## src/rtl/real_dom_gf4_inv_out_stage_if.sv

```systemverilog
// Bundle between the masked GF(2^4) inverter core and its output stage:
// shared products and randomness in, refreshed shared inverse and status out.
interface real_dom_gf4_inv_out_stage_if #(
  parameter int SHARES = 2
);
  logic                    ValidxSI;
  logic [2*SHARES-1:0]     _AmulExDI;
  logic [2*SHARES-1:0]     _BmulExDI;
  logic [4*(SHARES-1)-1:0] _RxDI;
  logic [4*SHARES-1:0]     _QxDO;
  logic                    ValidxSO;
  logic                    BusyxSO;

  modport master (
    output ValidxSI, _AmulExDI, _BmulExDI, _RxDI,
    input  _QxDO, ValidxSO, BusyxSO
  );

  modport slave (
    input  ValidxSI, _AmulExDI, _BmulExDI, _RxDI,
    output _QxDO, ValidxSO, BusyxSO
  );
endinterface

```

## src/rtl/real_dom_gf4_inv_out_stage.sv

```systemverilog
// Output stage of the masked GF(2^4) inverter: reassembles A*E / B*E shares into
// the 4-bit shared inverse, refreshes them, registers them and tracks valid tokens.
module real_dom_gf4_inv_out_stage #(
  parameter int SHARES     = 2,
  parameter int LATENCY_IN = 2
) (
  input  logic                          ClkxCI,
  input  logic                          RstxBI,
  real_dom_gf4_inv_out_stage_if.slave   io
);

  localparam int CNT_W = $clog2(LATENCY_IN + 2);
  localparam logic [CNT_W-1:0] CNT_MAX = CNT_W'(LATENCY_IN + 1);

  logic [LATENCY_IN-1:0] valid_sr_q, valid_sr_d;
  logic                  stage_valid;
  logic [4*SHARES-1:0]   q_q, q_d;
  logic                  valid_out_q, valid_out_d;
  logic [CNT_W-1:0]      occ_cnt_q, occ_cnt_d;
  logic                  busy_q, busy_d;
  logic [3:0]            r_sum;
  logic [3:0]            ref_share [SHARES];

  // Token shift register mirrors the upstream core's pipeline depth.
  always_comb begin
    valid_sr_d    = valid_sr_q;
    valid_sr_d[0] = io.ValidxSI;
    for (int k = 1; k < LATENCY_IN; k++) begin
      valid_sr_d[k] = valid_sr_q[k-1];
    end
  end

  assign stage_valid = valid_sr_q[LATENCY_IN-1];

  // The last share absorbs every refresh word so the share XOR is unchanged.
  always_comb begin
    r_sum = '0;
    for (int k = 0; k < SHARES - 1; k++) begin
      r_sum = r_sum ^ io._RxDI[4*k +: 4];
    end
  end

  genvar gi;
  generate
    for (gi = 0; gi < SHARES; gi++) begin : g_share
      logic [3:0] p_raw;
      assign p_raw = {io._BmulExDI[2*gi +: 2], io._AmulExDI[2*gi +: 2]};
      if (gi < SHARES - 1) begin : g_mid
        assign ref_share[gi] = p_raw ^ io._RxDI[4*gi +: 4];
      end else begin : g_last
        assign ref_share[gi] = p_raw ^ r_sum;
      end
    end
  endgenerate

  always_comb begin
    q_d = q_q;
    for (int k = 0; k < SHARES; k++) begin
      if (stage_valid) begin
        q_d[4*k +: 4] = ref_share[k];
      end
    end
  end

  assign valid_out_d = stage_valid;

  // Occupancy: tokens in the shift register plus the one presented at the output.
  always_comb begin
    occ_cnt_d = occ_cnt_q;
    if (io.ValidxSI && !valid_out_q) begin
      if (occ_cnt_q != CNT_MAX) begin
        occ_cnt_d = occ_cnt_q + CNT_W'(1);
      end
    end else if (!io.ValidxSI && valid_out_q) begin
      if (occ_cnt_q != '0) begin
        occ_cnt_d = occ_cnt_q - CNT_W'(1);
      end
    end
  end

  assign busy_d = (occ_cnt_d != '0);

  always_ff @(posedge ClkxCI or posedge RstxBI) begin
    if (RstxBI) begin
      valid_sr_q  <= '0;
      q_q         <= '0;
      valid_out_q <= 1'b0;
      occ_cnt_q   <= '0;
      busy_q      <= 1'b0;
    end else begin
      valid_sr_q  <= valid_sr_d;
      q_q         <= q_d;
      valid_out_q <= valid_out_d;
      occ_cnt_q   <= occ_cnt_d;
      busy_q      <= busy_d;
    end
  end

  assign io._QxDO    = q_q;
  assign io.ValidxSO = valid_out_q;
  assign io.BusyxSO  = busy_q;

endmodule

```

## src/flat_wrapper.sv

```systemverilog
// flat-port wrapper written by rule: the top's interface ports become plain ports
module real_dom_gf4_inv_out_stage_flat 
#(
  parameter int SHARES     = 2,
  parameter int LATENCY_IN = 2
)
  (ClkxCI, RstxBI, io_ValidxSI, io__AmulExDI, io__BmulExDI, io__RxDI, io__QxDO, io_ValidxSO, io_BusyxSO);
  real_dom_gf4_inv_out_stage_if #(.SHARES(SHARES)) io_i ();
  input  logic ClkxCI;
  input  logic RstxBI;
  input wire logic [$bits(io_i.ValidxSI)-1:0] io_ValidxSI;
  input wire logic [$bits(io_i._AmulExDI)-1:0] io__AmulExDI;
  input wire logic [$bits(io_i._BmulExDI)-1:0] io__BmulExDI;
  input wire logic [$bits(io_i._RxDI)-1:0] io__RxDI;
  output wire logic [$bits(io_i._QxDO)-1:0] io__QxDO;
  output wire logic [$bits(io_i.ValidxSO)-1:0] io_ValidxSO;
  output wire logic [$bits(io_i.BusyxSO)-1:0] io_BusyxSO;
  assign io_i.ValidxSI = io_ValidxSI;
  assign io_i._AmulExDI = io__AmulExDI;
  assign io_i._BmulExDI = io__BmulExDI;
  assign io_i._RxDI = io__RxDI;
  assign io__QxDO = io_i._QxDO;
  assign io_ValidxSO = io_i.ValidxSO;
  assign io_BusyxSO = io_i.BusyxSO;
  real_dom_gf4_inv_out_stage #(.SHARES(SHARES), .LATENCY_IN(LATENCY_IN)) u_core (.ClkxCI(ClkxCI), .RstxBI(RstxBI), .io(io_i));
endmodule
```

## config.mk

```make
export PLATFORM = sky130hd
export DESIGN_NAME = real_dom_gf4_inv_out_stage_flat
export DESIGN_NICKNAME = d
export VERILOG_FILES = /design/src/rtl/real_dom_gf4_inv_out_stage_if.sv /design/src/rtl/real_dom_gf4_inv_out_stage.sv /design/src/flat_wrapper.sv
export SDC_FILE = /design/constraint.sdc
export NUM_CORES = 1
export LEC_CHECK = 0
export ABC_AREA = 0
export BUFFER_PORTS_ARGS = -buffer_cell sky130_fd_sc_hd__buf_4
export CAP_MARGIN = 20
export CORE_MARGIN = 2
export CORE_UTILIZATION = 44
export DETAILED_ROUTE_END_ITERATION = 12
export PLACE_DENSITY = 0.74
export SETUP_SLACK_MARGIN = 0.3
export SYNTH_ARGS = -nofsm -noshare
export SYNTH_HDL_FRONTEND = slang
export SYNTH_SLANG_ARGS = --single-unit
```

## constraint.sdc

```tcl
create_clock -name ClkxCI -period 1.2 [get_ports ClkxCI]
set_input_delay 0.12 -clock ClkxCI [delete_from_list [all_inputs] [get_ports ClkxCI]]
set_output_delay 0.12 -clock ClkxCI [all_outputs]
set_load 0.05 [all_outputs]
```

==> results.cfg <==
[finish]
layout_common_cells = buf_4, dfrtp_1, nor2_1, buf_6
regArea_um2 = 353
final_common_cell = buf_4
fin_nets = 103
drive_gt1_share_pct = 49.4
fill_cells = 94
multiInputGateArea_um2 = 233
diodes = 0
syn_to_final_growth_pct = 56.6

[synth]
synth_warnings = 0
syn_inst = 53
yosys_register_bits = 14
yosys-top-cells-area = dfrtp_1, xnor2_1, a21oi_1
synth_top_area_share_pct = 58.9
yosysSeqAreaShare_pct = 58.9
synth_nets = 68
avgSynthCellArea_um2 = 11.2
synthesis.area_um2 = 594
synth_largest_area_cell = dfrtp_1
ys_types = 13

[global_route]
grt-ovfl-total = 0
grt_antenna_before_repair = 0
grt_util_met2_pct = 26.2
grt_max_degree = 18
top_usage_layer = met2
grt_util_met1_pct = 20.8
grt.met3_usage_pct = 3.26
grt_pass1_vias = 398
grtUsageTotal_pct = 16.9
grt_pass1_wl_um = 1700

[floorplan]
initial_core_util_pct = 46.3
die_y_um = 40.8
die_area_um2 = 1660
ios = 25
fp.dieW_um = 40.8
num_rows = 13
core_um2 = 1280

[worst_setup_path]
cp.required_ns = 1.08
path_buf_inv = 1
max_stage_delay_ns = 0.45
cp_top_family = flip-flops
cp-end-kind = primary output
r2r-start = u_core.occ_cnt_q[1]
path_cells = buf_6
cp_data_arrival_time_ns = 0.89
critPathSlowestCell = dfrtp_2
worst-path-max-fanout = 5
reg2reg_depth = 3
criticalPathCategory = flip-flop to primary output
worstReg2RegEnd = u_core.occ_cnt_q[0]
reg2reg_slack_ns = 0.28
cp-start-kind = flip-flop

[timing]
finalSetupTns_ns = 0
maxSlewViolCount = 0
slew_headroom_pct = 79.4
fin_worst_skew_ns = 0.00420
final.min_clock_period_ns = 1.01
max_freq_mhz = 986
fin_crit_sh_pct = 84.5
hold_viol = 0
worst_pin_slew_ns = 0.308
setup_viol = 0
rsz0062_at_grt = true

[drt]
via_count = 481
routed_wl_um = 1220
dr.first_iter.drc_count = 4
firstDrtPassIters = 4
antenna_left = 0
drc = 0
via_per_inst = 4.72
routedWlPerCell_um = 11.9

[clock_network]
clk_latency_ns = 0.29
cts.sinks = 14
cts-root-buf = clkbuf_4
cts_tree = built
clk_pin_slew_ns = 0.09
htreeDepth = 1
numCtsBuffers = 3
clockBufferDepth = 2

[power_and_ir_drop]
power.leakage_nw = 0.422
power_mw = 1.56
ir_drop_v = 0.000908
power_density_nw_per_um2 = 1670

[worst_hold_path]
min-delay-path-class = primary input to flip-flop
min-delay-start = io__BmulExDI[3]
whs_path_depth = 3
hold-path-endpoint = u_core.io._QxDO[7]

[flow_run]
max_cap_viol_count = 0

[place]
portBuffers = 24
place.gp.congestion = 0.799

[status]
status = finished, final reports clean
cells in the mapped netlist, drive strengths merged:
cell type / count
inv: 1
nor2: 10
xnor2: 8
nand2b: 3
and3b: 1
nor3: 1
o21ai: 2
dfrtp: 14
nor2b: 1
buf: 2
a21oi: 10
worst reg2reg max path, cell delays in order (launching register included):
cell and delay (ns):
dfrtp_1 0.43, and3b_1 0.21, nor3_2 0.13, a21oi_2 0.05
layer usage:
metal | routed length [um] | part of all wire [%]
met1 | 489 | 40
met2 | 631 | 52
met3 | 61 | 5.0
met4 | 35 | 2.9
met5 | 0 | 0
worst max path at each step:
stage	startpoint	end	slack, ns	cells past startpoint
after floorplan	u_core.io.ValidxSO	u_core.occ_cnt_q[0]	0.20	3
after global placement	u_core.valid_sr_q[1]	u_core.io._QxDO[0]	0.31	2
after detailed placement	u_core.valid_sr_q[1]	u_core.io._QxDO[1]	0.26	2
after CTS	u_core.io.ValidxSO	io_ValidxSO	0.19	1
after global routing	u_core.io.ValidxSO	io_ValidxSO	0.16	1
final	u_core.io.ValidxSO	io_ValidxSO	0.19	1
area by class of cell:
| type | instances | share of cell area, % |
|---|---|---|
| Sequential cell | 14 | 37.9 |
| Clock buffer | 4 | 3.90 |
| Inverter | 1 | 0.806 |
| Timing Repair Buffer | 32 | 30.4 |
| Tap cell | 15 | 2.02 |
| Multi-Input combinational cell | 36 | 25.0 |
state kept, by name, summed over array words and instances (netlist names):
name                count
u_core.occ_cnt_q        2
u_core.io._QxDO         8
u_core.valid_sr_q       2
u_core.io.BusyxSO       1
u_core.io.ValidxSO      1
power breakdown:
group	leakage, nW	switching (mW)	internal, mW
logic	0.244	0.305	0.257
clock network	0.0210	0.165	0.185
registers	0.157	0.0893	0.557
total	0.422	0.559	0.999
stage by stage:
step,cells,worst slack [ns],util [%],cell area (um2),hold slack (ns)
2_1_floorplan,53,0.204,-,607,0.00915
3_3_place_gp,90,0.307,61.0,783,0.194
3_5_place_dp,90,0.263,61.0,783,0.193
4_1_cts,99,0.194,70.1,901,0.112
5_1_grt,102,0.160,72.4,931,0.108
6_report,102,0.185,72.4,931,0.100
kinds of logic (layout without fill, tap and decap cells):
| logic type | Yosys count | in the layout | share of synthesized area, % |
|---|---|---|---|
| XOR/XNOR | 8 | 8 | 11.8 |
| AND/OR/NAND/NOR | 16 | 16 | 14.1 |
| buffers and inverters | 3 | 37 | 4.42 |
| AO/OA/AOI/OAI | 12 | 12 | 10.7 |
| flip-flops | 14 | 14 | 58.9 |
what timing repair did:
item | 4_1_cts | 5_1_grt
hold endpoints to repair | 15 | 0
pin swaps | 0 | 0
setup buffers | 3 | 3
setup endpoints to repair | 19 | 20
hold buffers | 2 | 0
gates cloned | 0 | 0
gates resized for setup | 11 | 2
Power figures use the tool's default switching activity.
